$ cat config.mk
export PLATFORM = sky130hd
export DESIGN_NAME = binary_to_bcd_seq_flat
export DESIGN_NICKNAME = d
export VERILOG_FILES = /design/src/rtl/binary_to_bcd_seq_if.sv /design/src/rtl/binary_to_bcd_seq.sv /design/src/flat_wrapper.sv
export SDC_FILE = /design/constraint.sdc
export NUM_CORES = 1
export LEC_CHECK = 0
export ABC_CLOCK_PERIOD_IN_PS = 3050
export CAP_MARGIN = 20
export CELL_PAD_IN_SITES_DETAIL_PLACEMENT = 1
export CELL_PAD_IN_SITES_GLOBAL_PLACEMENT = 1
export CORE_UTILIZATION = 45
export CTS_BUF_LIST = sky130_fd_sc_hd__clkbuf_8
export DETAILED_ROUTE_END_ITERATION = 8
export PLACE_DENSITY_LB_ADDON = 0.15
export RECOVER_POWER = 25
export SYNTH_ARGS = -nofsm -noshare
export SYNTH_HDL_FRONTEND = slang
export SYNTH_SLANG_ARGS = --single-unit
$ cat constraint.sdc
create_clock -name clk -period 3.05 [get_ports clk]
set_input_delay 0.4575 -clock clk [delete_from_list [all_inputs] [get_ports clk]]
set_output_delay 0.4575 -clock clk [all_outputs]
set_load 0.1 [all_outputs]
$ cat src/rtl/binary_to_bcd_seq_if.sv
// Handshake bundle for binary_to_bcd_seq.
// master: upstream/downstream side (drives bin/in_valid/out_ready).
// slave:  the converter.
// Optional macro: BIN2BCD_OVF_EN adds the ovf signal.
interface binary_to_bcd_seq_if #(
    parameter int WIDTH  = 8,
    parameter int DIGITS = 3
);
    logic                  in_valid;
    logic                  in_ready;
    logic [WIDTH-1:0]      bin;
    logic                  out_valid;
    logic                  out_ready;
    logic [4*DIGITS-1:0]   bcd;
`ifdef BIN2BCD_OVF_EN
    logic                  ovf;

    modport master (output in_valid, bin, out_ready,
                    input  in_ready, out_valid, bcd, ovf);
    modport slave  (input  in_valid, bin, out_ready,
                    output in_ready, out_valid, bcd, ovf);
`else
    modport master (output in_valid, bin, out_ready,
                    input  in_ready, out_valid, bcd);
    modport slave  (input  in_valid, bin, out_ready,
                    output in_ready, out_valid, bcd);
`endif
endinterface

$ cat src/rtl/binary_to_bcd_seq.sv
// Sequential binary-to-BCD converter (double-dabble, one bit per clock).
// IDLE accepts a value, CONV runs WIDTH shift/add-3 steps, DONE holds the
// result until the consumer takes it. Result is bin mod 10^DIGITS.
// Optional macro: BIN2BCD_OVF_EN adds a sticky overflow flag (bus.ovf) that
// flags any 1 bit shifted out of the top digit.
module binary_to_bcd_seq #(
    parameter int WIDTH  = 8,
    parameter int DIGITS = 3
) (
    input  logic                 clk,
    input  logic                 rst,
    binary_to_bcd_seq_if.slave   bus
);
    localparam int CW = $clog2(WIDTH + 1);
    localparam int SW = 4 * DIGITS;

    typedef enum logic [1:0] {IDLE, CONV, DONE} state_t;
    typedef logic [SW-1:0] scr_t;

    state_t                  state, state_nxt;
    logic [WIDTH-1:0]        sr;
    logic [DIGITS-1:0][3:0]  scr;
    logic [DIGITS-1:0][3:0]  adj;
    logic [CW-1:0]           cnt;
    logic [SW-1:0]           bcd_r;
    logic [SW-1:0]           adj_flat;
    logic [SW-1:0]           scr_shift;
    logic                    last;
    logic                    in_ready;
    logic                    out_valid;

    // Add-3 correction on every digit in parallel, using pre-shift values.
    for (genvar d = 0; d < DIGITS; d++) begin : g_dig
        assign adj[d] = (scr[d] >= 4'd5) ? scr[d] + 4'd3 : scr[d];
    end

    assign adj_flat  = adj;
    // Shift the corrected scratch left, pulling in the next binary MSB;
    // the top scratch bit falls off (mod 10^DIGITS).
    assign scr_shift = scr_t'({adj_flat, sr[WIDTH-1]});
    assign last      = (cnt == CW'(WIDTH - 1));

    assign bus.in_ready  = in_ready;
    assign bus.out_valid = out_valid;
    assign bus.bcd       = bcd_r;

    // State register.
    always_ff @(posedge clk) begin
        if (rst) state <= IDLE;
        else     state <= state_nxt;
    end

    // Next-state logic; handshake outputs decode from state only.
    always_comb begin
        state_nxt = state;
        in_ready  = 1'b0;
        out_valid = 1'b0;
        case (state)
            IDLE: begin
                in_ready = 1'b1;
                if (bus.in_valid) state_nxt = CONV;
            end
            CONV: begin
                if (last) state_nxt = DONE;
            end
            DONE: begin
                out_valid = 1'b1;
                if (bus.out_ready) state_nxt = IDLE;
            end
            default: state_nxt = IDLE;
        endcase
    end

    // Datapath: load on accept, shift/add during CONV, capture on last step.
    always_ff @(posedge clk) begin
        if (rst) begin
            sr    <= '0;
            scr   <= '0;
            cnt   <= '0;
            bcd_r <= '0;
        end else begin
            case (state)
                IDLE: if (bus.in_valid) begin
                    sr  <= bus.bin;
                    scr <= '0;
                    cnt <= '0;
                end
                CONV: begin
                    sr  <= sr << 1;
                    scr <= scr_shift;
                    cnt <= cnt + CW'(1);
                    if (last) bcd_r <= scr_shift;
                end
                default: ;
            endcase
        end
    end

`ifdef BIN2BCD_OVF_EN
    logic ovf_r;
    assign bus.ovf = ovf_r;

    // Sticky overflow: any 1 leaving the top digit during conversion.
    always_ff @(posedge clk) begin
        if (rst)
            ovf_r <= 1'b0;
        else if (state == IDLE && bus.in_valid)
            ovf_r <= 1'b0;
        else if (state == CONV)
            ovf_r <= ovf_r | adj_flat[SW-1];
    end
`endif

endmodule

$ cat src/flat_wrapper.sv
// flat-port wrapper written by rule: the top's interface ports become plain ports
module binary_to_bcd_seq_flat 
#(
    parameter int WIDTH  = 8,
    parameter int DIGITS = 3
)
  (clk, rst, bus_in_valid, bus_bin, bus_out_ready, bus_in_ready, bus_out_valid, bus_bcd);
  binary_to_bcd_seq_if #(.WIDTH(WIDTH), .DIGITS(DIGITS)) bus_i ();
  input  logic clk;
  input  logic rst;
  input wire logic [$bits(bus_i.in_valid)-1:0] bus_in_valid;
  input wire logic [$bits(bus_i.bin)-1:0] bus_bin;
  input wire logic [$bits(bus_i.out_ready)-1:0] bus_out_ready;
  output wire logic [$bits(bus_i.in_ready)-1:0] bus_in_ready;
  output wire logic [$bits(bus_i.out_valid)-1:0] bus_out_valid;
  output wire logic [$bits(bus_i.bcd)-1:0] bus_bcd;
  assign bus_i.in_valid = bus_in_valid;
  assign bus_i.bin = bus_bin;
  assign bus_i.out_ready = bus_out_ready;
  assign bus_in_ready = bus_i.in_ready;
  assign bus_out_valid = bus_i.out_valid;
  assign bus_bcd = bus_i.bcd;
  binary_to_bcd_seq #(.WIDTH(WIDTH), .DIGITS(DIGITS)) u_core (.clk(clk), .rst(rst), .bus(bus_i));
endmodule
======== After elaboration in Yosys (flattened, before gate mapping) ========
Index checks and enable logic that the tools add are counted.
cells by class
  add/subtract/negate cells ............... 4
  equal/unequal tests ..................... 6
  $lt $le $gt $ge ......................... 3
  reduce and logical (&&, ||, !) cells .... 5
  mux-type cells .......................... 15
operators by type and width
  cell                                                               number
  case mux 12 bit (2 select lines)                                   1
  case mux 8 bit (2 select lines)                                    1
  greater-or-equal comparator 4 x 3 -> 1 bit, second input constant  3
  two-way mux 12 bit                                                 1
  two-way mux 4 bit                                                  3
  adder 4 x 2 -> 4 bit, second input constant                        2
  two-way mux 8 bit                                                  1
  case mux 4 bit (2 select lines)                                    1
  two-way mux 2 bit                                                  3
  case mux 2 bit (3 select lines)                                    1
  adder 4 x 1 -> 4 bit, second input constant                        1
  equality test 4 x 3 -> 1 bit, second input constant                1
  inequality test 2 bit, second input constant                       2
  AND reduction 2 bit                                                2
  adder 3 x 2 -> 3 bit, second input constant                        1
  two-way mux 3 bit                                                  1
  AND reduction 3 bit                                                1
  equality test 2 x 1 -> 1 bit, second input constant                1
  equality test 2 bit, second input constant                         1
  zero test 2 bit                                                    1
  two-way mux 1 bit                                                  2
  inequality test 2 x 1 -> 1 bit, second input constant              1
  nonzero test 2 bit                                                 1
word-level totals
  bits of input ports ..................... 12
  flip-flop bits (word level) ............. 38
  word-level logic and storage cells ...... 40

======== Logic depth before layout (Yosys ltp) ========
  word-level depth ........................ 3
  gate-level depth with buffers ........... 6
  mapped depth without buffers ............ 6

======== Worst setup path after synthesis ========
Ideal clock, no wire load.
  kind .................................... reg2out
  start point ............................. register u_core.state[1]
  end point ............................... output bus_out_valid
  data arrival time ....................... 2027 ps
  path buffers ............................ 1
  slack ................................... 565 ps
  stages on the path, launching flop included .. 3
  path through ............................ dfxtp_1 -> clkbuf_1 -> nor2b_1
on the way
  longest elaborated chain between the ends .. 2
RTL lines
  what                    line                     RTL
  start, declared         binary_to_bcd_seq.sv:20  state_t state, state_nxt;
  start signal, assigned  binary_to_bcd_seq.sv:50  else state <= state_nxt;
  equality test 2 bit     binary_to_bcd_seq.sv:58  case (state)
  two-way mux 1 bit       binary_to_bcd_seq.sv:58
  end, declared           flat_wrapper.sv:15       output wire logic [$bits(bus_i.out_valid)-1:0] bus_out_valid;
Every way passes these cells.

======== Worst setup path after layout ========
Ends and elaborated chain as after synthesis.

==> reports/results.ini <==
[status]
status=completed

[grt]
grt_pass1_wl_um=8114
grt_pass1_vias=1793
overflow=0
antenna_found_initial=0
grt_max_degree=26
grt_use_total=0.2590

[placed_design]
dp_hpwl_um=3405
io_buffer_count=25
gp_congestion=0.7565

[synth]
async_flop_share=0
synth_fp_nets=233
synth_edf_count=0
yosysWarnings=0
netlist_area_um2=1820
ys_seq_area_frac=0.4179
yosysUniqueCellTypes=28
ys_ff_latch=38
synth_ff_type=dfxtp_1
postSynthAreaPerCell_um2=8.507
syn-instance-count=214

[clock_tree]
post_cts_resized=0
htree_levels=2
cts.sinks=38
cts_buffers=5
cts_buffer_depth=2
post-cts-setup-buffers=0
cts_root_buf=clkbuf_8
clk_pin_slew_ps=70
insertion_delay_ps=300
cts_tree=yes
postCtsHoldBufs=0

[setup_path]
cp_max_fo=23
cp.required_ps=2590
worstSetupPathType=flop to primary output
worstPathArrival_ps=1680
cp-start-kind=flop
crit_start=u_core.state[1]
critPathCaptureType=primary output
r2r-start=u_core.state[1]

[finish]
syn_to_final_growth_pct=17.04
layout_common_cells=38 x dfxtp_1, 35 x nor2_1, 26 x a21oi_1
n_antenna_cell=0
layout.nets=256
fillCellCount=472
layout_commonest_cell=dfxtp_1
drive_gt1_frac=0.1008

[timing]
hold_viol=0
worst-slew-pin-transition_ps=1169
finClkSkew_ps=9.570
slew_headroom=0.2242
fin_crit_ps=2133
rsz0062_at_grt=false
finalSetupViolCount=0
max_freq_mhz=468.9
finalCritPeriodShare=0.6992
drv_slew=0
fin_hold_ws_ps=496.4
finalSetupTns_ps=0

[floorplanning]
fp.dieW_um=65.61
num_rows=22
die_h_um=65.61
fp.dieArea_um2=4304
ios=26
start_util=0.4827
floorplan.core_area_um2=3771

[detailed_routing]
vias_per_cell=5.843
vias=1671
post_drt_wl_per_cell_um=16.87
firstDrtPassIters=4
ant_nets=0
wl_um=4824
drc_errors=0
drt-initial-drc-count=118

[job]
max-cap-violations=0

[power_and_ir_drop]
power_density_nw_per_um2=487.7
power_leakage_nw=0.7563
vdd_drop_max_mv=0.2943

[hold_path]
hold_path.startpoint=u_core.scr[11]
hp-class=flop to flop

cell usage after synthesis (4+ instances only):
cell,count,area [um2]
a211oi_1,7,52.55
mux2_2,4,45.04
o32ai_1,5,43.79
a21oi_1,26,130.1
nand3b_1,5,37.54
nand2b_1,12,75.07
nor2b_1,5,31.28
o21ai_0,9,45.04
clkbuf_1,10,37.54
ha_1,7,87.58
nor3b_1,5,37.54
nand3_1,4,20.02
dfxtp_1,38,760.7
o22ai_1,6,37.54
inv_1,11,41.29
o221a_2,4,45.04
nor2_1,35,131.4
report_power, final:
part           total [mW]  internal [mW]  switching [mW]
logic              0.0978         0.0405          0.0573
clock network       0.424          0.238           0.185
registers           0.518          0.508         0.00962
total                1.04          0.787           0.252
metrics by stage:
stage	std cells	setup WS (ps)	cell area, um2	power (mW)	utilization
3_5_place_dp	278	811.5	2069	0.6259	0.5488
3_3_place_gp	278	947.5	2069	0.6193	0.5488
6_report	286	917.5	2131	1.039	0.5650
2_1_floorplan	214	565.2	1821	0.5895	-
5_1_grt	286	826.7	2131	1.088	0.5650
4_1_cts	286	908.2	2176	1.043	0.5770
cell type report:
cell class | instances | area (um2) | share of cell area
clock buffers | 5 | 68.82 | 0.03230
clock inverters | 3 | 37.54 | 0.01762
inverters | 11 | 41.29 | 0.01938
multi-input cells | 151 | 954.7 | 0.4480
flip-flops and latches | 38 | 760.7 | 0.3570
well taps | 48 | 60.06 | 0.02819
repair buffers | 30 | 207.7 | 0.09748
registers in the layout, summed over array words and instances, names as in the netlist:
| name | count |
|---|---|
| u_core.bus.bcd | 12 |
| u_core.scr | 12 |
| u_core.sr | 8 |
| u_core.cnt | 4 |
| u_core.state | 2 |
cells by family after synthesis:
logic type / share of synthesized area
compound gates: 0.2213
fa+ha+maj: 0.04811
flops: 0.4179
xor+xnor: 0.01444
buf+inv: 0.05773
simple gates: 0.2103
mux: 0.03024
final timing paths:
check | cells past startpoint | slack, ps | end
min | 2 | 500 | u_core.scr[11]
max | 2 | 920 | bus_out_valid
max reg2reg | 5 | 1120 | u_core.bus.bcd[9]
min reg2reg | 2 | 500 | u_core.scr[11]
worst max-delay path: stages (launching register included):
cell     delay, ps
dfxtp_1        800
nor2b_1        260
buf_4          310
metal layers:
layer,vias to the layer above,part of all wire,global-route usage
met4,0,0.033,0.1603
met3,15,0.027,0.04514
met5,-,0,0
met1,823,0.40,0.2709
li1,802,-,-
met2,31,0.54,0.4742
Note: power is estimated with default switching activity, not from simulation.
